[src/rtl/hazard_ctrl_pkg.sv]
// ============================================================================
// hazard_ctrl_pkg : state encodings and pipeline control patterns for hazard_ctrl
// Revision 1.0
// ============================================================================
`default_nettype none

package hazard_ctrl_pkg;

  localparam int MEM_TIMEOUT_DEFAULT = 16;
  localparam int STATE_W             = 3;

  typedef enum logic [STATE_W-1:0] {
    ST_INIT       = 3'd0,
    ST_RUN        = 3'd1,
    ST_LOAD_STALL = 3'd2,
    ST_MEM_WAIT   = 3'd3,
    ST_ERROR      = 3'd4
  } state_t;

  // A flush loads a bubble: every control bit of the target register becomes 0.
  typedef struct packed {
    logic pc_we;
    logic ifid_we;
    logic idex_we;
    logic exmem_we;
    logic ifid_flush;
    logic idex_flush;
    logic memwb_flush;
  } ctrl_t;

  localparam ctrl_t c_ctrl_reset  = 7'b0000_111;
  localparam ctrl_t c_ctrl_run    = 7'b1111_000;
  localparam ctrl_t c_ctrl_branch = 7'b1111_100;
  localparam ctrl_t c_ctrl_load   = 7'b0011_010;
  localparam ctrl_t c_ctrl_freeze = 7'b0000_001;
  localparam ctrl_t c_ctrl_halt   = 7'b0000_000;

  function automatic logic load_use_hazard(
    input logic       mem_read,
    input logic [4:0] idex_rt,
    input logic [4:0] ifid_rs,
    input logic [4:0] ifid_rt
  );
    return mem_read && (idex_rt != 5'd0) &&
           ((idex_rt == ifid_rs) || (idex_rt == ifid_rt));
  endfunction

endpackage

`default_nettype wire

[src/rtl/hazard_ctrl_sat_counter.sv]
// ============================================================================
// sat_counter : enabled up-counter that sticks at all-ones, async active-low clear
// Revision 1.0
// ============================================================================
`default_nettype none

module sat_counter #(
  parameter int WIDTH = 16
) (
  input  logic             clk,
  input  logic             rst_n,
  input  logic             en,
  output logic [WIDTH-1:0] count
);

  logic [WIDTH-1:0] r_count;

  always_ff @(posedge clk or negedge rst_n) begin
    if (!rst_n) begin
      r_count <= '0;
    end else if (en && (r_count != '1)) begin
      r_count <= r_count + WIDTH'(1);
    end
  end

  assign count = r_count;

endmodule

`default_nettype wire

[src/rtl/hazard_ctrl.sv]
// ============================================================================
// hazard_ctrl : pipeline write-enable / flush sequencing for load-use stalls,
//               branch/jump flushes and data-memory waits with timeout
// Revision 1.0
// ============================================================================
`default_nettype none

module hazard_ctrl
  import hazard_ctrl_pkg::*;
#(
  parameter int MEM_TIMEOUT = MEM_TIMEOUT_DEFAULT,
  parameter int CNT_W       = 16
) (
  input  logic             clk_i,
  input  logic             rst_i,
  input  logic             IDEX_MemRead_i,
  input  logic [4:0]       IDEX_Rt_i,
  input  logic [4:0]       IFID_Rs_i,
  input  logic [4:0]       IFID_Rt_i,
  input  logic             Branch_i,
  input  logic             Jump_i,
  input  logic             EXMEM_MemRead_i,
  input  logic             EXMEM_MemWrite_i,
  input  logic             dmem_ack_i,
  output logic             PC_we_o,
  output logic             IFID_we_o,
  output logic             IDEX_we_o,
  output logic             EXMEM_we_o,
  output logic             IFID_flush_o,
  output logic             IDEX_flush_o,
  output logic             MEMWB_flush_o,
  output logic             dmem_req_o,
  output logic             timeout_err_o,
  output logic [CNT_W-1:0] stall_cnt_o
);

  localparam int WAIT_W = $clog2(MEM_TIMEOUT + 1);
  localparam logic [WAIT_W-1:0] c_wait_one = WAIT_W'(1);
  localparam logic [WAIT_W-1:0] c_wait_max = WAIT_W'(MEM_TIMEOUT);

  state_t            r_state;
  state_t            w_next_state;
  logic [WAIT_W-1:0] r_wait_cnt;
  logic [WAIT_W-1:0] w_next_wait;
  ctrl_t             w_ctrl;
  logic              w_mem_op;
  logic              w_load_use;
  logic              w_redirect;
  logic              w_req;
  logic              w_err;
  logic              w_stall_en;

  assign w_mem_op   = EXMEM_MemRead_i | EXMEM_MemWrite_i;
  assign w_load_use = load_use_hazard(IDEX_MemRead_i, IDEX_Rt_i, IFID_Rs_i, IFID_Rt_i);
  assign w_redirect = Branch_i | Jump_i;

  always_comb begin
    w_ctrl       = c_ctrl_reset;
    w_next_state = r_state;
    w_next_wait  = r_wait_cnt;
    w_req        = 1'b0;
    w_err        = 1'b0;
    case (r_state)
      ST_INIT: begin
        w_next_state = ST_RUN;
        w_next_wait  = '0;
      end
      ST_RUN, ST_LOAD_STALL: begin
        w_req = w_mem_op;
        // Memory wait outranks load-use, which outranks redirect; the losers
        // are held upstream and re-presented once the pipeline moves.
        if (w_mem_op && !dmem_ack_i) begin
          w_ctrl       = c_ctrl_freeze;
          w_next_state = ST_MEM_WAIT;
          w_next_wait  = c_wait_one;
        end else if ((r_state == ST_RUN) && w_load_use) begin
          w_ctrl       = c_ctrl_load;
          w_next_state = ST_LOAD_STALL;
        end else begin
          w_ctrl       = w_redirect ? c_ctrl_branch : c_ctrl_run;
          w_next_state = ST_RUN;
        end
      end
      ST_MEM_WAIT: begin
        w_req = w_mem_op;
        if (dmem_ack_i) begin
          w_ctrl       = c_ctrl_run;
          w_next_state = ST_RUN;
          w_next_wait  = '0;
        end else begin
          w_ctrl = c_ctrl_freeze;
          if (r_wait_cnt >= c_wait_max) begin
            w_next_state = ST_ERROR;
          end else begin
            w_next_wait = r_wait_cnt + c_wait_one;
          end
        end
      end
      ST_ERROR: begin
        w_ctrl = c_ctrl_halt;
        w_err  = 1'b1;
      end
      default: begin
        w_next_state = ST_INIT;
        w_next_wait  = '0;
      end
    endcase
  end

  always_ff @(posedge clk_i or negedge rst_i) begin
    if (!rst_i) begin
      r_state    <= ST_INIT;
      r_wait_cnt <= '0;
    end else begin
      r_state    <= w_next_state;
      r_wait_cnt <= w_next_wait;
    end
  end

  assign w_stall_en = !w_ctrl.pc_we &&
                      ((r_state == ST_RUN) || (r_state == ST_LOAD_STALL) ||
                       (r_state == ST_MEM_WAIT));

  sat_counter #(
    .WIDTH (CNT_W)
  ) u_stall_cnt (
    .clk   (clk_i),
    .rst_n (rst_i),
    .en    (w_stall_en),
    .count (stall_cnt_o)
  );

  assign PC_we_o       = w_ctrl.pc_we;
  assign IFID_we_o     = w_ctrl.ifid_we;
  assign IDEX_we_o     = w_ctrl.idex_we;
  assign EXMEM_we_o    = w_ctrl.exmem_we;
  assign IFID_flush_o  = w_ctrl.ifid_flush;
  assign IDEX_flush_o  = w_ctrl.idex_flush;
  assign MEMWB_flush_o = w_ctrl.memwb_flush;
  assign dmem_req_o    = w_req;
  assign timeout_err_o = w_err;

endmodule

`default_nettype wire

[config.mk]
export PLATFORM = sky130hd
export DESIGN_NAME = hazard_ctrl
export DESIGN_NICKNAME = d
export VERILOG_FILES = /design/src/rtl/hazard_ctrl_pkg.sv /design/src/rtl/hazard_ctrl_sat_counter.sv /design/src/rtl/hazard_ctrl.sv
export SDC_FILE = /design/constraint.sdc
export NUM_CORES = 1
export LEC_CHECK = 0
export ABC_AREA = 1
export CAP_MARGIN = 5
export CORE_UTILIZATION = 44
export CTS_CLUSTER_SIZE = 8
export DETAILED_ROUTE_END_ITERATION = 6
export GPL_TIMING_DRIVEN = 0
export PLACE_DENSITY = 0.72
export SLEW_MARGIN = 25
export SYNTH_ARGS = -nofsm -noshare
export SYNTH_HDL_FRONTEND = slang
export SYNTH_HIERARCHICAL = 1
export SYNTH_SLANG_ARGS = --single-unit
[constraint.sdc]
create_clock -name clk_i -period 1.6 [get_ports clk_i]
set_input_delay 0.32 -clock clk_i [delete_from_list [all_inputs] [get_ports clk_i]]
set_output_delay 0.32 -clock clk_i [all_outputs]
set_load 0.005 [all_outputs]
After elaboration in Yosys (flattened, before gate mapping)
Cells that the tools add are included. Widths: inputs -> output; s select.

Memory bits (writable): 0. Register bits: 24. Output and inout port bits: 25. Latch bits: 0. Memory bits (read-only): 0. Word-level logic and storage cells: 52. Input port bits: 23. Memories: 0.

Shift operators: 0. Divide/modulo/power cells: 0. $lt $le $gt $ge: 1. Mux-type cells: 16. Bitwise gates (word level): 3. Reduce and logical (&&, ||, !) cells: 17. Equality and inequality tests: 10. $mul: 0. Add/subtract/negate cells: 2.

Operators by type and width (count): $mux 7 (3); $pmux 7 s3 (1); $add 16x1->16 const B (1); $ne 16x16->1 const B (1); $mux 5 (3); $pmux 5 s3 (1); $pmux 3 s4 (1); $eq 5x5->1 (2); $mux 3 (3); $eq 3x2->1 const B (2); $logic_and 1x1->1 (6); $ne 3x3->1 const B (2); $add 5x1->5 const B (1); $ge 5x5->1 const B (1); $reduce_bool 5->1 (1); $mux 2 (2); $eq 3x1->1 const B (1); $eq 3x3->1 const B (1); $logic_not 3->1 (1); $logic_or 1x1->1 (3); $reduce_and 3->1 (1); $reduce_or 3->1 (1); $logic_not 1->1 (2); $mux 1 (2); 5 further kinds (6).

Depth between registers and ports, before layout
Depth in word-level cells: 10. Gate-level depth with buffers: 18. Mapped depth without buffers: 18.

Hierarchy
The synthesis kept the hierarchy.

By module, submodules not included: sat_counter (seq. area each 400.4 um^2, area each 1058.5 um^2, instances 1, cells an instance 149); hazard_ctrl (seq. area each 200.2 um^2, area each 760.7 um^2, instances 1, cells an instance 127).

Worst setup path before layout
No wires, ideal clock.

Kind: register to register. Start: reg r_state[0]. End: reg u_stall_cnt.r_count[15] (netlist: u_stall_cnt/count[15]). Setup time: 0.113 ns. Period minus slack after synthesis: 1.737 ns. Data required time: 1.487 ns. Data arrival time: 1.625 ns. Buffers on the path: 0. Stages on the path, launching flop included: 15. Slack: -0.137 ns. Cells stage by stage: dfrtp_1 > nor2_1 > nor2_1 > nand2_2 > nor2_2 > nand2_1 > nand2_1 > nor2_1 > inv_1 > nor2_1 > nand2_1 > nor2_1 > nand3_1 > nand2_1 > inv_1.

Longest elaborated chain between the ends: 8. Elaborated cells on any way between the ends: 14. Those cells by class: eq/ne: 4; mux: 3; reduce/logical: 7.

RTL lines: start, declared (line hazard_ctrl.sv:41) `state_t r_state;`; start signal, assigned (line hazard_ctrl.sv:115) `r_state <= w_next_state;`; $eq 3x1->1 (line hazard_ctrl.sv:63, hazard_ctrl.sv:76, hazard_ctrl.sv:121); $logic_and 1x1->1 (line hazard_ctrl.sv:76) `end else if ((r_state == ST_RUN) && w_load_use) begin`; $mux 7 (line hazard_ctrl.sv:76); $mux 7 (line hazard_ctrl.sv:72) `if (w_mem_op && !dmem_ack_i) begin`; $pmux 7 s3 (line hazard_ctrl.sv:63) `case (r_state)`; $logic_not 1->1 (line hazard_ctrl.sv:120) `assign w_stall_en = !w_ctrl.pc_we &&`; $logic_and 1x1->1 * (line hazard_ctrl.sv:120); named net w_stall_en (line hazard_ctrl.sv:51) `logic w_stall_en;`; $logic_and 1x1->1 * (line hazard_ctrl_sat_counter.sv:21) `end else if (en && (r_count != '1)) begin`; end signal, assigned (line hazard_ctrl_sat_counter.sv:22) `r_count <= r_count + WIDTH'(1);`; end, declared (line hazard_ctrl_sat_counter.sv:16) `logic [WIDTH-1:0] r_count;`.

The timed path passes the listed nets; every way through them passes the cells marked *. A chain may end at the register's enable or synchronous reset.

Final worst setup path
Start: reg r_state[2]. End: reg u_stall_cnt.r_count[14] (netlist: u_stall_cnt/count[14]).

Same word-level chain as after synthesis.

==> results.py <==
metrics = {
    "global_routing": {
        "grt_start_max_net_pins": 25,
        "use_met1_pct": 29.0,
        "grt_use_total_pct": 22.4,
        "busiest_layer": "met2",
        "grt_pass1_vias": 1658,
        "use_met3_pct": 3.45,
        "antenna_found_initial": 0,
        "grt_first_pass_wirelength_mm": 7.39,
        "grt_overflow": 0,
        "globalRouteMet2Util_pct": 38.0,
    },
    "floorplan": {
        "row_count": 23,
        "chipWidth_um": 66.3,
        "die_area_um2": 4400,
        "coreArea_um2": 3970,
        "initial_core_util_pct": 45.8,
        "ios": 48,
        "fp.dieH_um": 66.3,
    },
    "logic_synthesis": {
        "synthCells": 276,
        "synth_fp_nets": 301,
        "post_synth_and_or_nand_nor_area_fraction_pct": 44.6,
        "yosys_warnings": 6,
        "syn_area_um2": 1820,
        "synth_xor_area_share_pct": 4.33,
        "synth_area_per_cell_um2": 6.59,
        "ys_seq_area_share_pct": 33.0,
        "synth-seq-cells": 24,
        "synthDistinctLibCells": 26,
        "synth_compound_area_share_pct": 6.53,
        "synth_top_family_by_area": "simple AND/OR/NAND/NOR gates",
        "yosys.area_share.adder_pct": 1.38,
        "synthMuxAreaShare_pct": 0,
    },
    "timing": {
        "period_share_pct": 123,
        "fin_setup_tns_ns": -7.74,
        "slew_viol_final": 0,
        "slew_headroom_pct": 62.5,
        "tightest_slew_ns": 0.563,
        "finalSetupViolations": 28,
        "fin_hold_ws_ns": 0.0252,
        "finalHoldViolCount": 0,
        "clock_skew_ns": 0.00732,
        "rsz0062_at_grt": "yes",
        "postLayoutSetupSlackWorst_ns": -0.372,
        "timing.fmax_mhz": 507,
        "finalWorstPathRequiredPeriod_ns": 1.97,
    },
    "routing": {
        "dr.pass1.iters": 4,
        "wl_per_cell_um": 13.3,
        "viasPerCell": 5.04,
        "drc": 0,
        "drt-initial-drc-count": 82,
        "finalWirelength_mm": 5.46,
        "vias": 2066,
        "postRouteAntennaNets": 0,
    },
    "place": {
        "post_dp_cell_area_um2": 2370,
        "gp_congestion": 0.864,
        "dp_slack_ns": -0.952,
        "port_buffers": 47,
        "dpl.hpwl_mm": 3.27,
        "dp.cells": 373,
    },
    "clock_tree": {
        "cts.sinks": 24,
        "root_buffer": "clkbuf_8",
        "cts-buffers-inserted": 3,
        "cts_buffer_depth": 2,
        "cts_tree": "done",
        "htreeDepth": 1,
        "ctsHoldBuffers": 0,
        "insertion_delay_ns": 0.27,
        "path_clk_slew_ns": 0.09,
    },
    "hold_path": {
        "hp-class": "in -> async",
    },
    "worst_setup_path": {
        "rrSetupSlack_ns": -0.37,
        "cp-end-kind": "flip-flop",
        "required_ns": 1.81,
        "worstPathArrival_ns": 2.18,
        "path_max_fanout": 5,
        "startpoint_type": "flip-flop",
        "critPathKind": "reg -> reg",
    },
    "status": {
        "outcome": "finished with violations",
        "violations": "negative setup slack",
    },
    "pwr": {
        "powerDensity_nw_per_um2": 1370,
        "irDropWorstVdd_mv": 0.810,
        "p_leak_nw": 1.37,
        "power_mw": 3.89,
    },
    "layout": {
        "area_growth_pct": 56.3,
        "layout_commonest_cell": "nand2_1",
        "antenna_cells": 0,
        "fillers": 314,
        "fin_cells": 410,
        "post-route-util_pct": 71.6,
        "design_area_um2": 2840,
        "drive_gt1_share_pct": 36.7,
        "final_cell_mix": "nand2_1 (82), nor2_1 (28), inv_1 (27), nand2_2 (21)",
        "nNetsFinal": 386,
    },
    "flow_run": {
        "cap_viol_max_count": 0,
    },
}
[registers in the layout (all words and copies together), names as in the netlist]
signal / cells
r_state: 3
r_wait_cnt: 5
u_stall_cnt/count: 16
[path summary, 6_finish.rpt]
kind | from | endpoint | depth (start not counted)
max | r_state[2] | u_stall_cnt/count[14] | 14
min | rst_i | u_stall_cnt/count[10] | 1
max reg2reg | r_state[2] | u_stall_cnt/count[14] | 14
min reg2reg | r_wait_cnt[1] | r_wait_cnt[1] | 2
max in group asynchronous | rst_i | r_state[1] | 1
min in group clk_i | r_wait_cnt[1] | r_wait_cnt[1] | 2
[layer usage]
metal / share of wire, % / vias up
met5: 0 / -
met4: 1.6 / 0
met3: 7.0 / 8
met2: 49 / 72
met1: 42 / 969
li1: - / 1017
[worst max-delay path: stages (launching register included)]
cell and delay (ns):
dfrtp_2 0.46, buf_6 0.14, nor2_4 0.11, nand4_1 0.11, inv_2 0.09, nand2_4 0.06
nand2_4 0.08, nand2_4 0.05, buf_6 0.11, nor2_4 0.13, inv_2 0.06, nor2_4 0.21
buf_6 0.18, nand2_2 0.05, nand2_1 0.06
[kinds of logic (layout without fill, tap and decap cells)]
logic type	Yosys count	count (layout)
AO/OA/AOI/OAI	21	21
XOR/XNOR	9	9
adder cells (fa/ha/maj)	2	2
buffers and inverters	43	127
flip-flops	24	24
AND/OR/NAND/NOR	177	177
[timing repair]
item                       4_1_cts  5_1_grt
cloned                           1        0
pin swaps                       19       28
setup endpoints to repair       27       38
gates resized for setup         89       52
buffers inserted                18       14
[synth_stat cells]
cell	number	share of area, %
or2_1	1	0.34
o21ai_1	4	1.1
nand2_2	5	1.7
clkinv_2	1	0.27
nand2_1	102	21
nor2_2	5	1.7
buf_4	2	0.83
a21oi_1	5	1.4
inv_1	36	7.4
o211ai_1	1	0.41
nor2_1	35	7.2
nor2_4	6	3.7
xor2_1	2	0.96
nand4_1	7	2.4
nand4_4	1	1.2
ha_1	2	1.4
nand3_1	13	3.6
a21oi_2	1	0.48
o21ai_2	2	0.96
xnor2_1	7	3.4
buf_6	2	1.2
dfrtp_1	24	33
inv_2	2	0.41
nand2_8	1	1.1
o21ai_0	8	2.2
nor3_2	1	0.55
[where the power goes]
part	switching (mW)	total [mW]	leakage, nW	internal (mW)
Clock	0.203	0.423	0.0288	0.220
Sequential	0.202	0.969	0.295	0.767
Combinational	1.21	2.50	1.04	1.29
[final cells by class]
type	instances	area, um2	share of cell area (%)
Inverter	39	156	5.50
Timing Repair Buffer	80	718	25.3
Tap cell	50	62.6	2.20
Buffer	4	41.3	1.45
Clock buffer	4	55.1	1.94
Multi-Input combinational cell	209	1190	42.0
Sequential cell	24	614	21.6
Note: power is estimated with default switching activity, not from simulation.
